$ cat config.mk
export PLATFORM = sky130hd
export DESIGN_NAME = mem_arbiter_flat
export DESIGN_NICKNAME = d
export VERILOG_FILES = /design/src/rtl/mem_arb_pkg.sv /design/src/rtl/mem_arbiter_if.sv /design/src/rtl/mem_arbiter_prio_sel.sv /design/src/rtl/mem_arbiter.sv /design/src/flat_wrapper.sv
export SDC_FILE = /design/constraint.sdc
export NUM_CORES = 1
export LEC_CHECK = 0
export ABC_CLOCK_PERIOD_IN_PS = 5000
export BUFFER_PORTS_ARGS = -buffer_cell sky130_fd_sc_hd__buf_2
export CORE_MARGIN = 5
export CORE_UTILIZATION = 48
export DETAILED_ROUTE_END_ITERATION = 10
export GPL_TIMING_DRIVEN = 0
export PLACE_DENSITY = 0.95
export SYNTH_ARGS = -nofsm -noshare
export SYNTH_HDL_FRONTEND = slang
export SYNTH_SLANG_ARGS = --single-unit
export TNS_END_PERCENT = 30
$ cat constraint.sdc
create_clock -name clk -period 5 [get_ports clk]
set_input_delay 1.5 -clock clk [delete_from_list [all_inputs] [get_ports clk]]
set_output_delay 1.5 -clock clk [all_outputs]
set_load 0.05 [all_outputs]
$ cat src/rtl/mem_arb_pkg.sv
// mem_arb_pkg: shared types and defaults for the memory arbiter slice.
//   req_tag_e  : requester identity (NONE, CPU, VGA, INP)
//   rd_state_e : pending-read tracker states (IDLE, RD_CPU, RD_VGA)
//   GNT_*      : bit positions inside the one-hot grant vector
//   Fret input region defaults and fret word field widths.
package mem_arb_pkg;

  typedef enum logic [1:0] {
    NONE,
    CPU,
    VGA,
    INP
  } req_tag_e;

  typedef enum logic [1:0] {
    IDLE,
    RD_CPU,
    RD_VGA
  } rd_state_e;

  localparam int unsigned GNT_CPU = 0;
  localparam int unsigned GNT_VGA = 1;
  localparam int unsigned GNT_INP = 2;

  localparam logic [15:0] INPUT_BASE_DEF  = 16'hF000;
  localparam int unsigned INPUT_WORDS_DEF = 20;

  // Fret word layout: {state[3:0], duration[11:0]}
  localparam int unsigned FRET_STATE_W = 4;
  localparam int unsigned FRET_DUR_W   = 12;

endpackage

$ cat src/rtl/mem_arbiter_if.sv
// mem_arbiter_if: bundle of the requester handshakes and the RAM pins.
//   CPU : cpu_req/cpu_we/cpu_addr/cpu_wdata in, cpu_gnt/cpu_rvalid/cpu_rdata out
//   VGA : vga_req/vga_addr in, vga_gnt/vga_rvalid/vga_rdata out
//   INP : in_req/in_idx/in_wdata in, in_gnt out
//   RAM : mem_addr/mem_we/mem_wdata out, mem_rdata in
// modport slave  : the arbiter side
// modport master : the environment side (requesters and RAM macro)
interface mem_arbiter_if #(
  parameter int unsigned ADDR_W = 16,
  parameter int unsigned DATA_W = 16
);
  logic              cpu_req;
  logic              cpu_we;
  logic [ADDR_W-1:0] cpu_addr;
  logic [DATA_W-1:0] cpu_wdata;
  logic              cpu_gnt;
  logic              cpu_rvalid;
  logic [DATA_W-1:0] cpu_rdata;

  logic              vga_req;
  logic [ADDR_W-1:0] vga_addr;
  logic              vga_gnt;
  logic              vga_rvalid;
  logic [DATA_W-1:0] vga_rdata;

  logic              in_req;
  logic [4:0]        in_idx;
  logic [DATA_W-1:0] in_wdata;
  logic              in_gnt;

  logic [ADDR_W-1:0] mem_addr;
  logic              mem_we;
  logic [DATA_W-1:0] mem_wdata;
  logic [DATA_W-1:0] mem_rdata;

  modport slave (
    input  cpu_req, cpu_we, cpu_addr, cpu_wdata,
    output cpu_gnt, cpu_rvalid, cpu_rdata,
    input  vga_req, vga_addr,
    output vga_gnt, vga_rvalid, vga_rdata,
    input  in_req, in_idx, in_wdata,
    output in_gnt,
    output mem_addr, mem_we, mem_wdata,
    input  mem_rdata
  );

  modport master (
    output cpu_req, cpu_we, cpu_addr, cpu_wdata,
    input  cpu_gnt, cpu_rvalid, cpu_rdata,
    output vga_req, vga_addr,
    input  vga_gnt, vga_rvalid, vga_rdata,
    output in_req, in_idx, in_wdata,
    input  in_gnt,
    input  mem_addr, mem_we, mem_wdata,
    output mem_rdata
  );
endinterface

$ cat src/rtl/mem_arbiter_prio_sel.sv
// arb_prio_sel: combinational three-way priority select.
//   cpu_req, vga_req, in_req : pending requests
//   starve                   : CPU starvation override active
//   gnt[2:0]                 : one-hot grant (bit order GNT_CPU/GNT_VGA/GNT_INP)
// Normal order is VGA > CPU > INP; with starve set the CPU jumps ahead of VGA.
module arb_prio_sel
  import mem_arb_pkg::*;
(
  input  logic       cpu_req,
  input  logic       vga_req,
  input  logic       in_req,
  input  logic       starve,
  output logic [2:0] gnt
);

  always_comb begin
    gnt = '0;
    if (starve && cpu_req) begin
      gnt[GNT_CPU] = 1'b1;
    end else if (vga_req) begin
      gnt[GNT_VGA] = 1'b1;
    end else if (cpu_req) begin
      gnt[GNT_CPU] = 1'b1;
    end else if (in_req) begin
      gnt[GNT_INP] = 1'b1;
    end
  end

endmodule

$ cat src/rtl/mem_arbiter.sv
// mem_arbiter: shares one single-port synchronous RAM (1-cycle read latency)
// between the CPU, the VGA pixel fetcher and the fret-input capture block.
//   clk         : system clock
//   reset       : asynchronous active-low reset
//   bus         : mem_arbiter_if.slave (requester handshakes + RAM pins)
//   starve_flag : CPU starvation override active
//   wp_err      : sticky CPU write-protect violation (MEM_ARB_WRITE_PROTECT_EN only)
// Optional feature macro: MEM_ARB_WRITE_PROTECT_EN -- CPU writes into the fret
// input region are granted but suppressed, and wp_err is raised.
module mem_arbiter
  import mem_arb_pkg::*;
#(
  parameter int unsigned       ADDR_W       = 16,
  parameter int unsigned       DATA_W       = 16,
  parameter int unsigned       STARVE_LIMIT = 8,
  parameter logic [ADDR_W-1:0] INPUT_BASE   = ADDR_W'(INPUT_BASE_DEF),
  parameter int unsigned       INPUT_WORDS  = INPUT_WORDS_DEF
) (
  input  logic         clk,
  input  logic         reset,
  mem_arbiter_if.slave bus,
  output logic         starve_flag
`ifdef MEM_ARB_WRITE_PROTECT_EN
  ,
  output logic         wp_err
`endif
);

  localparam int unsigned      CNT_W      = $clog2(STARVE_LIMIT + 1);
  localparam logic [CNT_W-1:0] STARVE_MAX = CNT_W'(STARVE_LIMIT);

  logic [2:0]        sel;
  logic [2:0]        gnt;
  req_tag_e          grant_tag;
  logic              mem_we;
  logic [ADDR_W-1:0] in_addr;
  logic              in_drop;
  logic              cpu_wp_hit;

  logic [CNT_W-1:0]  starve_cnt_q, starve_cnt_d;
  rd_state_e         rd_state_q,   rd_state_d;
  logic [ADDR_W-1:0] addr_q,       addr_d;
  logic [DATA_W-1:0] wdata_q,      wdata_d;
  logic [DATA_W-1:0] cpu_rdata_q,  cpu_rdata_d;
  logic [DATA_W-1:0] vga_rdata_q,  vga_rdata_d;

  assign starve_flag = (starve_cnt_q >= STARVE_MAX);

  arb_prio_sel u_prio_sel (
    .cpu_req (bus.cpu_req),
    .vga_req (bus.vga_req),
    .in_req  (bus.in_req),
    .starve  (starve_flag),
    .gnt     (sel)
  );

  // Grants are combinational, so they are masked while reset is asserted.
  assign gnt = reset ? sel : '0;

  assign bus.cpu_gnt = gnt[GNT_CPU];
  assign bus.vga_gnt = gnt[GNT_VGA];
  assign bus.in_gnt  = gnt[GNT_INP];

  assign in_addr = INPUT_BASE + ADDR_W'(bus.in_idx);
  assign in_drop = (32'(bus.in_idx) >= INPUT_WORDS);

`ifdef MEM_ARB_WRITE_PROTECT_EN
  localparam logic [ADDR_W-1:0] INPUT_END = INPUT_BASE + ADDR_W'(INPUT_WORDS);

  logic wp_err_q, wp_err_d;

  assign cpu_wp_hit = bus.cpu_we && (bus.cpu_addr >= INPUT_BASE) &&
                      (bus.cpu_addr < INPUT_END);
  assign wp_err_d   = wp_err_q | (gnt[GNT_CPU] & cpu_wp_hit);
  assign wp_err     = wp_err_q;

  always_ff @(posedge clk or negedge reset) begin
    if (!reset) wp_err_q <= 1'b0;
    else        wp_err_q <= wp_err_d;
  end
`else
  assign cpu_wp_hit = 1'b0;
`endif

  always_comb begin
    grant_tag = NONE;
    if (gnt[GNT_CPU])      grant_tag = CPU;
    else if (gnt[GNT_VGA]) grant_tag = VGA;
    else if (gnt[GNT_INP]) grant_tag = INP;
  end

  // Issue path plus read-tag next state. The tag is a one-deep pipeline, so
  // the next state depends only on this cycle's grant, never on rd_state_q.
  always_comb begin
    addr_d     = addr_q;
    wdata_d    = wdata_q;
    mem_we     = 1'b0;
    rd_state_d = IDLE;
    case (grant_tag)
      CPU: begin
        addr_d  = bus.cpu_addr;
        wdata_d = bus.cpu_wdata;
        mem_we  = bus.cpu_we && !cpu_wp_hit;
        if (!bus.cpu_we) rd_state_d = RD_CPU;
      end
      VGA: begin
        addr_d     = bus.vga_addr;
        rd_state_d = RD_VGA;
      end
      INP: begin
        addr_d  = in_addr;
        wdata_d = bus.in_wdata;
        mem_we  = !in_drop;
      end
      default: ;
    endcase
  end

  assign bus.mem_addr  = addr_d;
  assign bus.mem_we    = mem_we;
  assign bus.mem_wdata = wdata_d;

  // Read return: the owner sees RAM data live; the other side holds.
  always_comb begin
    cpu_rdata_d = cpu_rdata_q;
    vga_rdata_d = vga_rdata_q;
    if (rd_state_q == RD_CPU) cpu_rdata_d = bus.mem_rdata;
    if (rd_state_q == RD_VGA) vga_rdata_d = bus.mem_rdata;
  end

  assign bus.cpu_rvalid = (rd_state_q == RD_CPU);
  assign bus.vga_rvalid = (rd_state_q == RD_VGA);
  assign bus.cpu_rdata  = cpu_rdata_d;
  assign bus.vga_rdata  = vga_rdata_d;

  always_comb begin
    starve_cnt_d = '0;
    if (bus.cpu_req && !gnt[GNT_CPU]) begin
      starve_cnt_d = (starve_cnt_q >= STARVE_MAX) ? STARVE_MAX
                                                  : starve_cnt_q + CNT_W'(1);
    end
  end

  always_ff @(posedge clk or negedge reset) begin
    if (!reset) begin
      starve_cnt_q <= '0;
      rd_state_q   <= IDLE;
      addr_q       <= '0;
      wdata_q      <= '0;
      cpu_rdata_q  <= '0;
      vga_rdata_q  <= '0;
    end else begin
      starve_cnt_q <= starve_cnt_d;
      rd_state_q   <= rd_state_d;
      addr_q       <= addr_d;
      wdata_q      <= wdata_d;
      cpu_rdata_q  <= cpu_rdata_d;
      vga_rdata_q  <= vga_rdata_d;
    end
  end

endmodule

$ cat src/flat_wrapper.sv
// flat-port wrapper written by rule: the top's interface ports become plain ports
module mem_arbiter_flat import mem_arb_pkg::*;
#(
  parameter int unsigned       ADDR_W       = 16,
  parameter int unsigned       DATA_W       = 16,
  parameter int unsigned       STARVE_LIMIT = 8,
  parameter logic [ADDR_W-1:0] INPUT_BASE   = ADDR_W'(INPUT_BASE_DEF),
  parameter int unsigned       INPUT_WORDS  = INPUT_WORDS_DEF
)
  (clk, reset, starve_flag, bus_cpu_req, bus_cpu_we, bus_cpu_addr, bus_cpu_wdata, bus_cpu_gnt, bus_cpu_rvalid, bus_cpu_rdata, bus_vga_req, bus_vga_addr, bus_vga_gnt, bus_vga_rvalid, bus_vga_rdata, bus_in_req, bus_in_idx, bus_in_wdata, bus_in_gnt, bus_mem_addr, bus_mem_we, bus_mem_wdata, bus_mem_rdata);
  mem_arbiter_if #(.ADDR_W(ADDR_W), .DATA_W(DATA_W)) bus_i ();
  input  logic clk;
  input  logic reset;
  output logic starve_flag;
  input wire logic [$bits(bus_i.cpu_req)-1:0] bus_cpu_req;
  input wire logic [$bits(bus_i.cpu_we)-1:0] bus_cpu_we;
  input wire logic [$bits(bus_i.cpu_addr)-1:0] bus_cpu_addr;
  input wire logic [$bits(bus_i.cpu_wdata)-1:0] bus_cpu_wdata;
  output wire logic [$bits(bus_i.cpu_gnt)-1:0] bus_cpu_gnt;
  output wire logic [$bits(bus_i.cpu_rvalid)-1:0] bus_cpu_rvalid;
  output wire logic [$bits(bus_i.cpu_rdata)-1:0] bus_cpu_rdata;
  input wire logic [$bits(bus_i.vga_req)-1:0] bus_vga_req;
  input wire logic [$bits(bus_i.vga_addr)-1:0] bus_vga_addr;
  output wire logic [$bits(bus_i.vga_gnt)-1:0] bus_vga_gnt;
  output wire logic [$bits(bus_i.vga_rvalid)-1:0] bus_vga_rvalid;
  output wire logic [$bits(bus_i.vga_rdata)-1:0] bus_vga_rdata;
  input wire logic [$bits(bus_i.in_req)-1:0] bus_in_req;
  input wire logic [$bits(bus_i.in_idx)-1:0] bus_in_idx;
  input wire logic [$bits(bus_i.in_wdata)-1:0] bus_in_wdata;
  output wire logic [$bits(bus_i.in_gnt)-1:0] bus_in_gnt;
  output wire logic [$bits(bus_i.mem_addr)-1:0] bus_mem_addr;
  output wire logic [$bits(bus_i.mem_we)-1:0] bus_mem_we;
  output wire logic [$bits(bus_i.mem_wdata)-1:0] bus_mem_wdata;
  input wire logic [$bits(bus_i.mem_rdata)-1:0] bus_mem_rdata;
  assign bus_i.cpu_req = bus_cpu_req;
  assign bus_i.cpu_we = bus_cpu_we;
  assign bus_i.cpu_addr = bus_cpu_addr;
  assign bus_i.cpu_wdata = bus_cpu_wdata;
  assign bus_cpu_gnt = bus_i.cpu_gnt;
  assign bus_cpu_rvalid = bus_i.cpu_rvalid;
  assign bus_cpu_rdata = bus_i.cpu_rdata;
  assign bus_i.vga_req = bus_vga_req;
  assign bus_i.vga_addr = bus_vga_addr;
  assign bus_vga_gnt = bus_i.vga_gnt;
  assign bus_vga_rvalid = bus_i.vga_rvalid;
  assign bus_vga_rdata = bus_i.vga_rdata;
  assign bus_i.in_req = bus_in_req;
  assign bus_i.in_idx = bus_in_idx;
  assign bus_i.in_wdata = bus_in_wdata;
  assign bus_in_gnt = bus_i.in_gnt;
  assign bus_mem_addr = bus_i.mem_addr;
  assign bus_mem_we = bus_i.mem_we;
  assign bus_mem_wdata = bus_i.mem_wdata;
  assign bus_i.mem_rdata = bus_mem_rdata;
  mem_arbiter #(.ADDR_W(ADDR_W), .DATA_W(DATA_W), .STARVE_LIMIT(STARVE_LIMIT), .INPUT_BASE(INPUT_BASE), .INPUT_WORDS(INPUT_WORDS)) u_core (.clk(clk), .reset(reset), .bus(bus_i), .starve_flag(starve_flag));
endmodule
Word-level counts from Yosys, hierarchy flattened
Index checks and enable logic that the tools add are counted.
{"block": "classes", "n_addsub": 2, "multipliers": 0, "n_div": 0, "order_cmp": 2, "n_eq_ne": 5, "shifts": 0, "mux": 21, "n_bitwise": 0, "n_reduce_logical": 4}
{"operator": "16-bit one-hot mux with 3 select lines", "count": 1}
{"operator": "16-bit 2-to-1 mux", "count": 2}
{"operator": "16-bit one-hot mux with 2 select lines", "count": 1}
{"operator": "13-bit by 6-bit adder with 14-bit output (first input constant)", "count": 1}
{"operator": "1-bit 2-to-1 mux", "count": 8}
{"operator": "2-bit 2-to-1 mux", "count": 4}
{"operator": "4-bit 2-to-1 mux", "count": 2}
{"operator": "2-bit equality test (second input constant)", "count": 3}
{"operator": "5-bit >= comparator (second input constant)", "count": 1}
{"operator": "4-bit by 1-bit adder with 4-bit output (second input constant)", "count": 1}
{"operator": "2-bit by 1-bit equality test with 1-bit output (second input constant)", "count": 2}
{"operator": "4-bit >= comparator (second input constant)", "count": 1}
{"operator": "2-bit one-hot mux with 2 select lines", "count": 1}
{"operator": "3-bit 2-to-1 mux", "count": 1}
{"operator": "1-bit logical AND", "count": 2}
{"operator": "1-bit logical NOT", "count": 2}
{"operator": "1-bit one-hot mux with 2 select lines", "count": 1}
{"block": "word_totals", "ff_bits": 70, "latch_bits": 0, "ram_bits": 0, "rom_bits": 0, "input_bits": 91, "output_inout_bits": 71, "wordCells": 40, "memories": 0}

Logic depth before layout (Yosys ltp)
Gate-level depths: netlist of the first run.
{"block": "depth", "ltp_word": 10, "mapped_depth": 7, "mapped_depth_nobuf": 5}

Hierarchy
A second synthesis of the first run with hierarchy kept.
{"block": "unflattened", "cells_unflattened": 252, "hier_area_um2": 3044.2}
{"mod": "mem_arbiter", "instances": 1, "cells_each": 248, "area_per_inst_um2": 3017.9, "seq_area_each_um2": 1751.7}
{"mod": "arb_prio_sel", "instances": 1, "cells_each": 4, "area_per_inst_um2": 26.3, "seq_area_each_um2": 0.0}

Worst setup path before layout of the first run
No wires, ideal clock.
{"block": "synth_path", "path_kind": "in2out", "start": "input bus_cpu_req", "end": "output bus_mem_addr[14]", "t_arrival_ps": 3606, "t_required_ps": 3500, "slack_ps": -106, "stages": 7, "n_path_buf": 3, "path_cell_list": "buf_2 > nor2_2 > and3_1 > buf_2 > buf_4 > a21oi_1 > o21ai_0"}
{"block": "synth_via", "elab_chain_cells": 9, "word_cells_on_any_way": 15, "cone_classes": "3 x eq/ne; 11 x mux; 1 x reduce/logical"}
{"item": "start, declared", "line": "flat_wrapper.sv:15", "source": "input wire logic [$bits(bus_i.cpu_req)-1:0] bus_cpu_req;"}
{"item": "1-bit 2-to-1 mux", "line": "mem_arbiter_prio_sel.sv:22", "source": "end else if (cpu_req) begin"}
{"item": "1-bit 2-to-1 mux", "line": "mem_arbiter_prio_sel.sv:20", "source": "end else if (vga_req) begin"}
{"item": "2-bit 2-to-1 mux (*)", "line": "mem_arbiter_prio_sel.sv:18", "source": "if (starve && cpu_req) begin"}
{"item": "3-bit 2-to-1 mux (*)", "line": "mem_arbiter.sv:58", "source": "assign gnt = reset ? sel : '0;"}
{"item": "net bus_in_gnt", "line": "flat_wrapper.sv:30", "source": "output wire logic [$bits(bus_i.in_gnt)-1:0] bus_in_gnt;"}
{"item": "2-bit 2-to-1 mux (*)", "line": "mem_arbiter.sv:89", "source": "else if (gnt[GNT_INP]) grant_tag = INP;"}
{"item": "2-bit 2-to-1 mux (*)", "line": "mem_arbiter.sv:88", "source": "else if (gnt[GNT_VGA]) grant_tag = VGA;"}
{"item": "2-bit 2-to-1 mux (*)", "line": "mem_arbiter.sv:87", "source": "if (gnt[GNT_CPU]) grant_tag = CPU;"}
{"item": "2-bit equality test or 2-bit by 1-bit equality test with 1-bit output (tied branches)", "line": "mem_arbiter.sv:99", "source": "case (grant_tag)"}
{"item": "16-bit one-hot mux with 3 select lines (*)", "line": "mem_arbiter.sv:99"}
{"item": "end, declared", "line": "flat_wrapper.sv:31", "source": "output wire logic [$bits(bus_i.mem_addr)-1:0] bus_mem_addr;"}
Mark *: on every way through the listed nets, which the timed path passes. The rest lies on a longest branch.

Worst setup path after layout of the first run
{"block": "layout_path", "start": "input reset", "end": "output bus_mem_addr[1]"}
{"block": "layout_via", "elab_chain_cells": 6, "word_cells_on_any_way": 8, "cone_classes": "3 x eq/ne; 5 x mux"}
{"item": "start, declared", "line": "flat_wrapper.sv:13", "source": "input logic reset;"}
{"item": "3-bit 2-to-1 mux (*)", "line": "mem_arbiter.sv:58"}
{"item": "2-bit 2-to-1 mux", "line": "mem_arbiter.sv:89"}
{"item": "2-bit 2-to-1 mux", "line": "mem_arbiter.sv:88"}
{"item": "2-bit 2-to-1 mux (*)", "line": "mem_arbiter.sv:87"}
{"item": "2-bit equality test or 2-bit by 1-bit equality test with 1-bit output (tied branches)", "line": "mem_arbiter.sv:99"}
{"item": "16-bit one-hot mux with 3 select lines (*)", "line": "mem_arbiter.sv:99"}
Every way passes the cells marked *; elsewhere a longest branch is shown, timed or not.

==> results of run 1 <==
==> state kept, by name, indices dropped and copies added, names as in the netlist <==
name and count:
u_core.addr_q 16, u_core.cpu_rdata_q 16, u_core.vga_rdata_q 16, u_core.wdata_q 16, u_core.starve_cnt_q 4, u_core.rd_state_q 2
==> per-layer routing <==
| metal | track usage | vias up |
|---|---|---|
| met2 | 0.351 | 114 |
| met1 | 0.234 | 1267 |
| met4 | 0.0798 | 0 |
| met5 | 0 | - |
| met3 | 0.0608 | 13 |
| li1 | - | 1227 |
==> per-stage QoR <==
step | setup slack (ns) | util | hold slack, ns
final | 0.199 | 0.672 | 0.472
after global routing | 0.0411 | 0.671 | 0.484
after CTS | 0.00760 | 0.667 | 0.474
after detailed placement | -0.494 | 0.629 | 0.458
after global placement | -0.915 | 0.628 | 0.450
after floorplan | 0.240 | - | 0.454
==> kinds of logic (layout without fill, tap and decap cells) <==
family / after synthesis / in the layout / share of synthesized area
compound gates: 62 / 62 / 0.149
xor+xnor: 1 / 1 / 0.00290
fa+ha+maj: 2 / 2 / 0.00827
buf+inv: 24 / 201 / 0.0368
flops: 70 / 70 / 0.579
mux: 39 / 39 / 0.142
other cells: 0 / 1 / 0
simple gates: 52 / 52 / 0.0811
==> final cells by class <==
type	instances	area, um^2	share of cell area
inverters	10	37.5	0.00895
well taps	77	96.3	0.0230
repair buffers	161	853	0.204
diodes	1	2.50	0.000597
plain buffers	14	76.3	0.0182
clock buffers	10	128	0.0304
clock inverters	6	86.3	0.0206
flip-flops and latches	70	1750	0.418
multi-input cells	156	1160	0.277
==> synthesized netlist by cell type (4+ instances only) <==
cell / count / area share
sky130_fd_sc_hd__a22o_1: 17 / 0.049
sky130_fd_sc_hd__mux2_2: 32 / 0.12
sky130_fd_sc_hd__inv_1: 9 / 0.011
sky130_fd_sc_hd__dfrtp_1: 70 / 0.58
sky130_fd_sc_hd__and2_1: 7 / 0.014
sky130_fd_sc_hd__mux2i_1: 7 / 0.023
sky130_fd_sc_hd__o21ai_0: 14 / 0.023
sky130_fd_sc_hd__a41oi_1: 5 / 0.014
sky130_fd_sc_hd__nand2_1: 20 / 0.025
sky130_fd_sc_hd__buf_2: 8 / 0.013
sky130_fd_sc_hd__nor2_1: 16 / 0.020
sky130_fd_sc_hd__clkbuf_1: 4 / 0.0050
sky130_fd_sc_hd__a21o_1: 16 / 0.040
==> power by group through the flow <==
| stage | Combinational, mW | Sequential [mW] | Clock, mW |
|---|---|---|---|
| floorplan | 0.490 | 0.684 | 0 |
| global placement | 0.638 | 0.687 | 0 |
| detailed placement | 0.653 | 0.694 | 0 |
| CTS | 0.657 | 0.683 | 0.495 |
| global route | 0.690 | 0.691 | 0.523 |
| finish | 0.654 | 0.684 | 0.483 |
==> what timing repair did <==
item | 4_1_cts | 5_1_grt
pin swaps | 0 | 0
gates cloned | 0 | 1
gates resized for setup | 5 | 2
endpoints found under the setup margin | 33 | 14
hold endpoints to repair | 0 | 0
==> worst paths after layout <==
kind	from	endpoint	depth (start not counted)
hold / removal	u_core.wdata_q[12]	u_core.wdata_q[12]	1
hold reg to reg	u_core.wdata_q[12]	u_core.wdata_q[12]	1
max in group asynchronous	reset	u_core.cpu_rdata_q[1]	1
setup / recovery	reset	bus_mem_addr[1]	7
setup reg to reg	u_core.starve_cnt_q[3]	u_core.addr_q[3]	6
min in group asynchronous	reset	u_core.vga_rdata_q[1]	1
==> flow_results.xml, run 1 <==
<?xml version="1.0" encoding="UTF-8"?>
<metrics>
  <group name="run_status">
    <metric name="outcome" unit="">finished clean</metric>
  </group>
  <group name="place">
    <metric name="port_buffers" unit="">160</metric>
    <metric name="dp.cells" unit="">487</metric>
    <metric name="post_dp_cell_area" unit="um^2">3920</metric>
    <metric name="placed_wire_length_estimate" unit="um">6340</metric>
    <metric name="routability_driven_placement_congestion_ratio" unit="">0.822</metric>
  </group>
  <group name="layout">
    <metric name="post_route_cells_drive_above_1_share" unit="">0.522</metric>
    <metric name="finalNetCount" unit="">515</metric>
    <metric name="most_common_cell_after_layout_fill_and_taps_aside" unit="">sky130_fd_sc_hd__buf_2</metric>
    <metric name="final.fill_count" unit="">492</metric>
    <metric name="syn2layout_area_growth" unit="%">38.6</metric>
    <metric name="layout.cells.non_filler" unit="">505</metric>
    <metric name="fin_area" unit="um^2">4190</metric>
    <metric name="most-common-layout-cells" unit="">164 x sky130_fd_sc_hd__buf_2, 70 x sky130_fd_sc_hd__dfrtp_1, 32 x sky130_fd_sc_hd__mux2_2</metric>
  </group>
  <group name="floorplanning">
    <metric name="coreArea" unit="um^2">6240</metric>
    <metric name="initial_core_util" unit="">0.485</metric>
    <metric name="top_level_ports" unit="">162</metric>
    <metric name="dieHeight" unit="um">89.4</metric>
    <metric name="die-area" unit="um^2">7990</metric>
    <metric name="die_width" unit="um">89.4</metric>
    <metric name="std_cell_rows" unit="">29</metric>
  </group>
  <group name="power">
    <metric name="power.switching_fraction" unit="">0.390</metric>
    <metric name="clock_share_of_power" unit="">0.265</metric>
    <metric name="p_total" unit="mW">1.82</metric>
    <metric name="p_leak" unit="nW">2.27</metric>
    <metric name="pwr-share-seq" unit="">0.376</metric>
    <metric name="switching_power" unit="uW">710</metric>
    <metric name="p_per_cell_area" unit="nW/um^2">434</metric>
    <metric name="power.internal" unit="mW">1.11</metric>
    <metric name="power.combinational.fraction" unit="">0.359</metric>
    <metric name="ir_worst_vdd" unit="mV">0.331</metric>
  </group>
  <group name="yosys">
    <metric name="count_of_flip_flops_with_a_built_in_enable_after_synthesis" unit="">0</metric>
    <metric name="mean_syn_cell_area" unit="um^2">12.1</metric>
    <metric name="postSynthNetCount" unit="">343</metric>
    <metric name="synth.lib_cells_used.distinct" unit="">33</metric>
    <metric name="post_synth_instance_area" unit="um^2">3020</metric>
    <metric name="ys_seq_area_frac" unit="">0.579</metric>
    <metric name="yosys_warning_count" unit="">0</metric>
    <metric name="ys_async_sr_fraction" unit="">1.00</metric>
    <metric name="post_synth_inst_count" unit="">250</metric>
    <metric name="ys_seq_elements" unit="">70</metric>
    <metric name="yosys_most_used_dff" unit="">sky130_fd_sc_hd__dfrtp_1</metric>
  </group>
  <group name="detailed_routing">
    <metric name="route.antenna.remaining_nets" unit="">0</metric>
    <metric name="highest_layer" unit="">met4</metric>
    <metric name="met3WireLength" unit="um">753</metric>
    <metric name="drt_wl_total" unit="um">8250</metric>
    <metric name="drt_first_pass_iters" unit="">4</metric>
    <metric name="drcViolationCount" unit="">0</metric>
    <metric name="detailroute.via_count" unit="">2621</metric>
    <metric name="first_iter_violations" unit="">43</metric>
    <metric name="dr_wl_met2" unit="um">4170</metric>
    <metric name="route.layer.met1.wl" unit="um">3220</metric>
    <metric name="detail_route.vias_per_cell" unit="">5.19</metric>
    <metric name="detail_route.wl_per_cell" unit="um">16.3</metric>
  </group>
  <group name="worst_setup_path">
    <metric name="crit_fanout" unit="">36</metric>
    <metric name="cp_data_required_time" unit="ns">3.50</metric>
    <metric name="critical_path.n_buffers_inverters" unit="">4</metric>
    <metric name="critPathLaunchType" unit="">input port</metric>
    <metric name="critical_path.endpoint_type" unit="">primary output</metric>
    <metric name="critical_path_class" unit="">in -&gt; out</metric>
    <metric name="worstPathCellList" unit="">buf_16 -&gt; buf_2 -&gt; inv_1 -&gt; a21oi_1 -&gt; nor2_1 -&gt; a41oi_1 -&gt; buf_2</metric>
    <metric name="max_stage_delay" unit="ns">0.56</metric>
    <metric name="critical_path.slowest_cell" unit="">sky130_fd_sc_hd__a21oi_1</metric>
    <metric name="timing.critical_path.arrival" unit="ns">3.30</metric>
    <metric name="cp_common_cell" unit="">sky130_fd_sc_hd__buf_2</metric>
    <metric name="timing.reg2reg.setup_slack" unit="ns">3.26</metric>
    <metric name="critical_path.top_delay_family" unit="">buffers and inverters</metric>
  </group>
  <group name="clocking">
    <metric name="cts.sinks" unit="">70</metric>
    <metric name="post_cts.repair.setup_buffers" unit="">0</metric>
    <metric name="cts_tree" unit="">built</metric>
    <metric name="hold_buffers" unit="">0</metric>
    <metric name="tritoncts.num_buffers" unit="">9</metric>
    <metric name="ctsRootBufferMaster" unit="">sky130_fd_sc_hd__clkbuf_8</metric>
    <metric name="clk_pin_slew_worst_paths" unit="ns">0.07</metric>
    <metric name="number_of_levels_the_h_tree_was_split_into" unit="">3</metric>
    <metric name="clock_insertion_delay_worst_skew" unit="ns">0.33</metric>
    <metric name="clockBufferDepth" unit="">2</metric>
  </group>
  <group name="sta">
    <metric name="rsz_0062_raised_after_global_routing" unit="">no</metric>
    <metric name="finClkSkew" unit="ns">0.00684</metric>
    <metric name="period_minus_slack" unit="ns">4.80</metric>
    <metric name="fmax" unit="MHz">208</metric>
    <metric name="totalNegativeSetupSlack" unit="ns">0</metric>
    <metric name="final_max_slew_viol_count" unit="">0</metric>
    <metric name="report.final.setup_viol" unit="">0</metric>
    <metric name="final_hold_viol_count" unit="">0</metric>
    <metric name="worst_pin_slew" unit="ns">0.693</metric>
    <metric name="maxSlewHeadroom" unit="">0.538</metric>
    <metric name="fin_crit_sh" unit="">0.960</metric>
  </group>
  <group name="global_routing">
    <metric name="grt_util_all_layers" unit="">0.202</metric>
    <metric name="grt_max_degree" unit="">72</metric>
    <metric name="first_global_vias" unit="">2592</metric>
    <metric name="antenna_found_initial" unit="">0</metric>
    <metric name="grt_pass1_wl" unit="um">12200</metric>
    <metric name="globalRoute.totalOverflow" unit="">0</metric>
  </group>
  <group name="hold_path">
    <metric name="min_delay_path_class" unit="">reg -&gt; reg</metric>
  </group>
  <group name="flow_run">
    <metric name="max-cap-violations" unit="">0</metric>
  </group>
</metrics>
Note: power is estimated with default switching activity, not from simulation.
==> run 2, diff against run 1 <==
--- a/config.mk
+++ b/config.mk
@@ -9,9 +9,11 @@
 export BUFFER_PORTS_ARGS = -buffer_cell sky130_fd_sc_hd__buf_2
 export CORE_MARGIN = 5
 export CORE_UTILIZATION = 48
+export CTS_CLUSTER_SIZE = 20
 export DETAILED_ROUTE_END_ITERATION = 10
 export GPL_TIMING_DRIVEN = 0
 export PLACE_DENSITY = 0.95
+export RECOVER_POWER = 25
 export SYNTH_ARGS = -nofsm -noshare
 export SYNTH_HDL_FRONTEND = slang
 export SYNTH_SLANG_ARGS = --single-unit
==> flow_results.xml, run 2 (synthesis gave the netlist of run 1 again) <==
<?xml version="1.0" encoding="UTF-8"?>
<metrics>
  <group name="detailed_routing">
    <metric name="route.antenna.remaining_nets" unit="">0</metric>
    <metric name="detailroute.via_count" unit="">2609</metric>
    <metric name="drt_first_pass_iters" unit="">4</metric>
    <metric name="detail_route.wl_per_cell" unit="um">16.3</metric>
    <metric name="detail_route.vias_per_cell" unit="">5.17</metric>
    <metric name="drt_wl_total" unit="um">8230</metric>
    <metric name="drcViolationCount" unit="">0</metric>
    <metric name="first_iter_violations" unit="">43</metric>
  </group>
  <group name="layout">
    <metric name="layout.cells.non_filler" unit="">505</metric>
    <metric name="final.fill_count" unit="">495</metric>
    <metric name="finalNetCount" unit="">515</metric>
    <metric name="post_route_cells_drive_above_1_share" unit="">0.520</metric>
    <metric name="syn2layout_area_growth" unit="%">37.9</metric>
    <metric name="most-common-layout-cells" unit="">164 x sky130_fd_sc_hd__buf_2, 70 x sky130_fd_sc_hd__dfrtp_1, 32 x sky130_fd_sc_hd__mux2_2</metric>
    <metric name="fin_area" unit="um^2">4170</metric>
    <metric name="seqCellArea" unit="um^2">1750</metric>
    <metric name="most_common_cell_after_layout_fill_and_taps_aside" unit="">sky130_fd_sc_hd__buf_2</metric>
    <metric name="multiInputGateArea" unit="um^2">1160</metric>
  </group>
  <group name="global_routing">
    <metric name="first_global_vias" unit="">2592</metric>
    <metric name="grt_util_all_layers" unit="">0.202</metric>
    <metric name="grt_pass1_wl" unit="um">12200</metric>
    <metric name="globalRoute.totalOverflow" unit="">0</metric>
    <metric name="antenna_found_initial" unit="">0</metric>
    <metric name="grt_max_degree" unit="">72</metric>
  </group>
  <group name="clocking">
    <metric name="cts_tree" unit="">built</metric>
    <metric name="number_of_levels_the_h_tree_was_split_into" unit="">3</metric>
    <metric name="cts.sinks" unit="">70</metric>
    <metric name="hold_buffers" unit="">0</metric>
    <metric name="post_cts.repair.setup_buffers" unit="">0</metric>
    <metric name="tritoncts.num_buffers" unit="">9</metric>
    <metric name="clk_pin_slew_worst_paths" unit="ns">0.07</metric>
    <metric name="ctsRootBufferMaster" unit="">sky130_fd_sc_hd__clkbuf_8</metric>
    <metric name="clock_insertion_delay_worst_skew" unit="ns">0.33</metric>
    <metric name="clockBufferDepth" unit="">2</metric>
  </group>
  <group name="place">
    <metric name="dp.cells" unit="">487</metric>
    <metric name="placed_wire_length_estimate" unit="um">6340</metric>
    <metric name="port_buffers" unit="">160</metric>
    <metric name="post_dp_cell_area" unit="um^2">3920</metric>
    <metric name="routability_driven_placement_congestion_ratio" unit="">0.822</metric>
  </group>
  <group name="worst_setup_path">
    <metric name="cp_data_required_time" unit="ns">3.50</metric>
    <metric name="critical_path_class" unit="">in -&gt; out</metric>
    <metric name="critPathLaunchType" unit="">input port</metric>
    <metric name="timing.critical_path.arrival" unit="ns">3.30</metric>
    <metric name="critical_path.endpoint_type" unit="">primary output</metric>
    <metric name="crit_fanout" unit="">36</metric>
  </group>
  <group name="sta">
    <metric name="whs" unit="ns">0.472</metric>
    <metric name="final_max_slew_viol_count" unit="">36</metric>
    <metric name="finClkSkew" unit="ns">0.00681</metric>
    <metric name="final_hold_viol_count" unit="">0</metric>
    <metric name="rsz_0062_raised_after_global_routing" unit="">no</metric>
    <metric name="fin_crit_sh" unit="">0.960</metric>
    <metric name="fmax" unit="MHz">208</metric>
    <metric name="totalNegativeSetupSlack" unit="ns">0</metric>
    <metric name="report.final.setup_viol" unit="">0</metric>
    <metric name="maxSlewHeadroom" unit="">-0.221</metric>
    <metric name="period_minus_slack" unit="ns">4.80</metric>
    <metric name="worst_pin_slew" unit="ns">1.83</metric>
  </group>
  <group name="power">
    <metric name="switching_power" unit="uW">709</metric>
    <metric name="clock_share_of_power" unit="">0.265</metric>
    <metric name="p_total" unit="mW">1.82</metric>
    <metric name="ir_worst_vdd" unit="mV">0.331</metric>
    <metric name="p_per_cell_area" unit="nW/um^2">436</metric>
    <metric name="power.switching_fraction" unit="">0.390</metric>
    <metric name="power.internal" unit="mW">1.11</metric>
    <metric name="power.combinational.fraction" unit="">0.359</metric>
    <metric name="pwr-share-seq" unit="">0.376</metric>
    <metric name="p_leak" unit="nW">2.26</metric>
  </group>
  <group name="hold_path">
    <metric name="min_delay_path_class" unit="">reg -&gt; reg</metric>
  </group>
  <group name="floorplanning">
    <metric name="coreArea" unit="um^2">6240</metric>
    <metric name="top_level_ports" unit="">162</metric>
    <metric name="dieHeight" unit="um">89.4</metric>
    <metric name="std_cell_rows" unit="">29</metric>
    <metric name="die-area" unit="um^2">7990</metric>
    <metric name="initial_core_util" unit="">0.485</metric>
    <metric name="die_width" unit="um">89.4</metric>
  </group>
  <group name="flow_run">
    <metric name="max-cap-violations" unit="">1</metric>
  </group>
  <group name="run_status">
    <metric name="outcome" unit="">complete, but fails checks</metric>
    <metric name="violated_checks" unit="">capacitance limit, slew limit</metric>
  </group>
</metrics>
==> run 2: layout make-up <==
type / instances / share of cell area
timing repair buffer: 161 / 0.199
antenna: 1 / 0.000600
clock buffer: 10 / 0.0306
multi-input combinational: 156 / 0.278
tap: 77 / 0.0231
inverter: 10 / 0.00900
clock inverter: 6 / 0.0207
sequential: 70 / 0.420
buffer: 14 / 0.0183
==> run 2: power groups by stage <==
stage          Clock (mW)  Sequential [mW]  Combinational, mW
2_1_floorplan           0            0.684              0.490
3_3_place_gp            0            0.687              0.638
3_5_place_dp            0            0.694              0.653
4_1_cts             0.495            0.683              0.657
5_1_grt             0.523            0.691              0.688
6_report            0.482            0.684              0.652
==> run 2: worst paths after layout <==
check / cells past startpoint / from / slack [ns] / end
worst min register to register: 1 / u_core.wdata_q[1] / 0.47 / u_core.wdata_q[1]
max in group asynchronous: 1 / reset / 2.29 / u_core.vga_rdata_q[5]
worst max register to register: 6 / u_core.starve_cnt_q[3] / 3.26 / u_core.addr_q[3]
min in group asynchronous: 1 / reset / 1.00 / u_core.vga_rdata_q[1]
worst max-delay path: 7 / reset / 0.20 / bus_mem_addr[1]
worst min-delay path: 1 / u_core.wdata_q[1] / 0.47 / u_core.wdata_q[1]
==> run 2: what timing repair did <==
action,in CTS,in global routing
cloned,0,1
setup endpoints to repair,33,14
resized for setup,5,2
==> run 2: per-layer routing <==
layer | vias up | wire (um) | track usage
met5 | - | 0 | 0
met4 | 0 | 111 | 0.0798
met3 | 13 | 747 | 0.0608
met2 | 114 | 4190 | 0.351
met1 | 1258 | 3180 | 0.234
li1 | 1224 | - | -
==> run 2: per-stage QoR <==
step	setup slack, ns	util
3_3_place_gp	-0.915	0.628
5_1_grt	0.0411	0.668
6_report	0.200	0.668
3_5_place_dp	-0.494	0.629
4_1_cts	0.00760	0.667
2_1_floorplan	0.240	-
==> run 2: worst max-delay path, cell delays in order <==
cell and delay, ns:
sky130_fd_sc_hd__buf_16 0.18, sky130_fd_sc_hd__buf_2 0.27, sky130_fd_sc_hd__inv_1 0.11, sky130_fd_sc_hd__a21oi_1 0.56
sky130_fd_sc_hd__nor2_1 0.11, sky130_fd_sc_hd__a41oi_1 0.25, sky130_fd_sc_hd__buf_2 0.31
==> run 3, diff against run 2 <==
--- a/config.mk
+++ b/config.mk
@@ -6,7 +6,7 @@
 export NUM_CORES = 1
 export LEC_CHECK = 0
 export ABC_CLOCK_PERIOD_IN_PS = 5000
-export BUFFER_PORTS_ARGS = -buffer_cell sky130_fd_sc_hd__buf_2
+export BUFFER_PORTS_ARGS = -buffer_cell sky130_fd_sc_hd__clkbuf_2
 export CORE_MARGIN = 5
 export CORE_UTILIZATION = 48
 export CTS_CLUSTER_SIZE = 20
==> flow_results.xml, run 3 (synthesis gave the netlist of run 1 again) <==
<?xml version="1.0" encoding="UTF-8"?>
<metrics>
  <group name="place">
    <metric name="port_buffers" unit="">160</metric>
    <metric name="routability_driven_placement_congestion_ratio" unit="">0.805</metric>
    <metric name="dp.cells" unit="">487</metric>
    <metric name="placed_wire_length_estimate" unit="um">6490</metric>
  </group>
  <group name="global_routing">
    <metric name="grt_pass1_wl" unit="um">12800</metric>
    <metric name="grt_util_all_layers" unit="">0.209</metric>
    <metric name="grt_max_degree" unit="">72</metric>
    <metric name="globalRoute.totalOverflow" unit="">0</metric>
    <metric name="first_global_vias" unit="">2776</metric>
    <metric name="antenna_found_initial" unit="">0</metric>
  </group>
  <group name="worst_setup_path">
    <metric name="critPathLaunchType" unit="">input port</metric>
    <metric name="max_stage_delay" unit="ns">0.29</metric>
    <metric name="critical_path.slowest_cell" unit="">sky130_fd_sc_hd__buf_2</metric>
    <metric name="critical_path.n_buffers_inverters" unit="">5</metric>
    <metric name="worstPathCellList" unit="">clkbuf_16 -&gt; buf_4 -&gt; nand3_2 -&gt; inv_2 -&gt; buf_2 -&gt; nand2_1 -&gt; a41oi_1 -&gt; clkbuf_4</metric>
    <metric name="timing.critical_path.arrival" unit="ns">3.24</metric>
    <metric name="critical_path.endpoint_type" unit="">primary output</metric>
    <metric name="critical_path_class" unit="">in -&gt; out</metric>
    <metric name="critical_path.top_delay_family" unit="">buffers and inverters</metric>
    <metric name="cp_data_required_time" unit="ns">3.50</metric>
    <metric name="crit_fanout" unit="">36</metric>
  </group>
  <group name="sta">
    <metric name="fin_crit_sh" unit="">0.948</metric>
    <metric name="maxSlewHeadroom" unit="">-0.280</metric>
    <metric name="final_hold_viol_count" unit="">0</metric>
    <metric name="finClkSkew" unit="ns">0.00630</metric>
    <metric name="fmax" unit="MHz">211</metric>
    <metric name="final_max_slew_viol_count" unit="">36</metric>
    <metric name="period_minus_slack" unit="ns">4.74</metric>
    <metric name="worst_pin_slew" unit="ns">1.92</metric>
    <metric name="report.final.setup_viol" unit="">0</metric>
    <metric name="rsz_0062_raised_after_global_routing" unit="">no</metric>
    <metric name="whs" unit="ns">0.477</metric>
  </group>
  <group name="clocking">
    <metric name="hold_buffers" unit="">0</metric>
    <metric name="clockBufferDepth" unit="">2</metric>
    <metric name="number_of_levels_the_h_tree_was_split_into" unit="">3</metric>
    <metric name="cts.sinks" unit="">70</metric>
    <metric name="ctsRootBufferMaster" unit="">sky130_fd_sc_hd__clkbuf_8</metric>
    <metric name="clk_pin_slew_worst_paths" unit="ns">0.07</metric>
    <metric name="tritoncts.num_buffers" unit="">9</metric>
    <metric name="clock_insertion_delay_worst_skew" unit="ns">0.33</metric>
    <metric name="cts_tree" unit="">built</metric>
  </group>
  <group name="layout">
    <metric name="syn2layout_area_growth" unit="%">37.9</metric>
    <metric name="insertedDiodeCount" unit="">0</metric>
    <metric name="post_route_cells_drive_above_1_share" unit="">0.523</metric>
    <metric name="layout.cells.non_filler" unit="">503</metric>
    <metric name="most-common-layout-cells" unit="">154 x sky130_fd_sc_hd__clkbuf_2, 70 x sky130_fd_sc_hd__dfrtp_1, 32 x sky130_fd_sc_hd__mux2_2</metric>
    <metric name="finalNetCount" unit="">515</metric>
    <metric name="most_common_cell_after_layout_fill_and_taps_aside" unit="">sky130_fd_sc_hd__clkbuf_2</metric>
    <metric name="layout.core_utilization" unit="">0.668</metric>
  </group>
  <group name="flow_run">
    <metric name="max-cap-violations" unit="">1</metric>
  </group>
  <group name="hold_path">
    <metric name="min_delay_path_class" unit="">reg -&gt; reg</metric>
  </group>
  <group name="floorplanning">
    <metric name="dieHeight" unit="um">89.4</metric>
    <metric name="std_cell_rows" unit="">29</metric>
    <metric name="coreArea" unit="um^2">6240</metric>
    <metric name="top_level_ports" unit="">162</metric>
    <metric name="initial_core_util" unit="">0.485</metric>
    <metric name="die-area" unit="um^2">7990</metric>
    <metric name="die_width" unit="um">89.4</metric>
  </group>
  <group name="detailed_routing">
    <metric name="detailroute.via_count" unit="">2596</metric>
    <metric name="first_iter_violations" unit="">71</metric>
    <metric name="route.antenna.remaining_nets" unit="">0</metric>
    <metric name="drt_wl_total" unit="um">8400</metric>
    <metric name="drt_first_pass_iters" unit="">4</metric>
    <metric name="detail_route.vias_per_cell" unit="">5.16</metric>
    <metric name="detail_route.wl_per_cell" unit="um">16.7</metric>
    <metric name="drcViolationCount" unit="">0</metric>
  </group>
  <group name="power">
    <metric name="p_leak" unit="nW">2.28</metric>
    <metric name="p_per_cell_area" unit="nW/um^2">433</metric>
    <metric name="ir_worst_vdd" unit="mV">0.312</metric>
  </group>
  <group name="run_status">
    <metric name="outcome" unit="">complete, but fails checks</metric>
    <metric name="violated_checks" unit="">capacitance limit, slew limit</metric>
  </group>
</metrics>
## run 3: changes by cell type in the layout (fill, tap and decap cells not counted), sizes merged
cell    before  now
clkbuf      17  177
buf        168   10
clkinv       3    1
bufinv       2    1
diode        1    0
## run 3: layout make-up
class	instances	area, um^2
Clock buffer	12	165
Multi-Input combinational cell	156	1160
Inverter	10	37.5
Tap cell	77	96.3
Fill cell	503	2070
Timing Repair Buffer	161	837
Sequential cell	70	1750
Buffer	14	76.3
Clock inverter	3	42.5
## run 3: through the flow
stage / power (mW) / setup WS (ns) / instance area [um^2] / TNS (ns)
after floorplan: 1.17 / 0.240 / 3020 / 0
after global placement: 1.33 / -1.08 / 3920 / -29.36
after detailed placement: 1.35 / -0.574 / 3920 / -11.35
after CTS: 1.82 / 0.0746 / 4170 / 0
after global routing: 1.89 / 0.0953 / 4170 / 0
final: 1.81 / 0.258 / 4170 / 0
## run 3: worst paths after layout
check	cells after the start	slack [ns]	from	to
setup / recovery	8	0.26	reset	bus_mem_addr[3]
hold / removal	1	0.48	u_core.wdata_q[12]	u_core.wdata_q[12]
setup reg to reg	6	3.25	u_core.starve_cnt_q[3]	u_core.addr_q[3]
hold reg to reg	1	0.48	u_core.wdata_q[12]	u_core.wdata_q[12]
max in group asynchronous	1	2.20	reset	u_core.wdata_q[10]
min in group asynchronous	1	1.02	reset	u_core.starve_cnt_q[2]
## run 3: what timing repair did
action,CTS,global route
setup buffers,0,0
gates cloned,0,1
gates resized for setup,9,0
setup endpoints to repair,35,5
## run 3: report_power, final
part           internal (mW)  switching (mW)  total (mW)
clock                  0.268           0.199       0.467
combinational          0.171           0.485       0.656
sequential             0.657          0.0260       0.683
total                   1.10           0.710        1.81
## run 3: per-layer routing
layer	global-route usage	wire length, um	part of all wire
met5	0	0	0
met4	0.0744	138	0.016
met3	0.0488	675	0.080
met2	0.374	4300	0.51
met1	0.243	3280	0.39
## run 3: worst reg2reg max path, cell delays in order (launching register included)
cell                       delay [ns]
sky130_fd_sc_hd__dfrtp_1         0.42
sky130_fd_sc_hd__nand2b_1        0.22
sky130_fd_sc_hd__nand3_2         0.21
sky130_fd_sc_hd__inv_2           0.18
sky130_fd_sc_hd__buf_2           0.29
sky130_fd_sc_hd__nand2_1         0.08
sky130_fd_sc_hd__a41oi_1         0.26
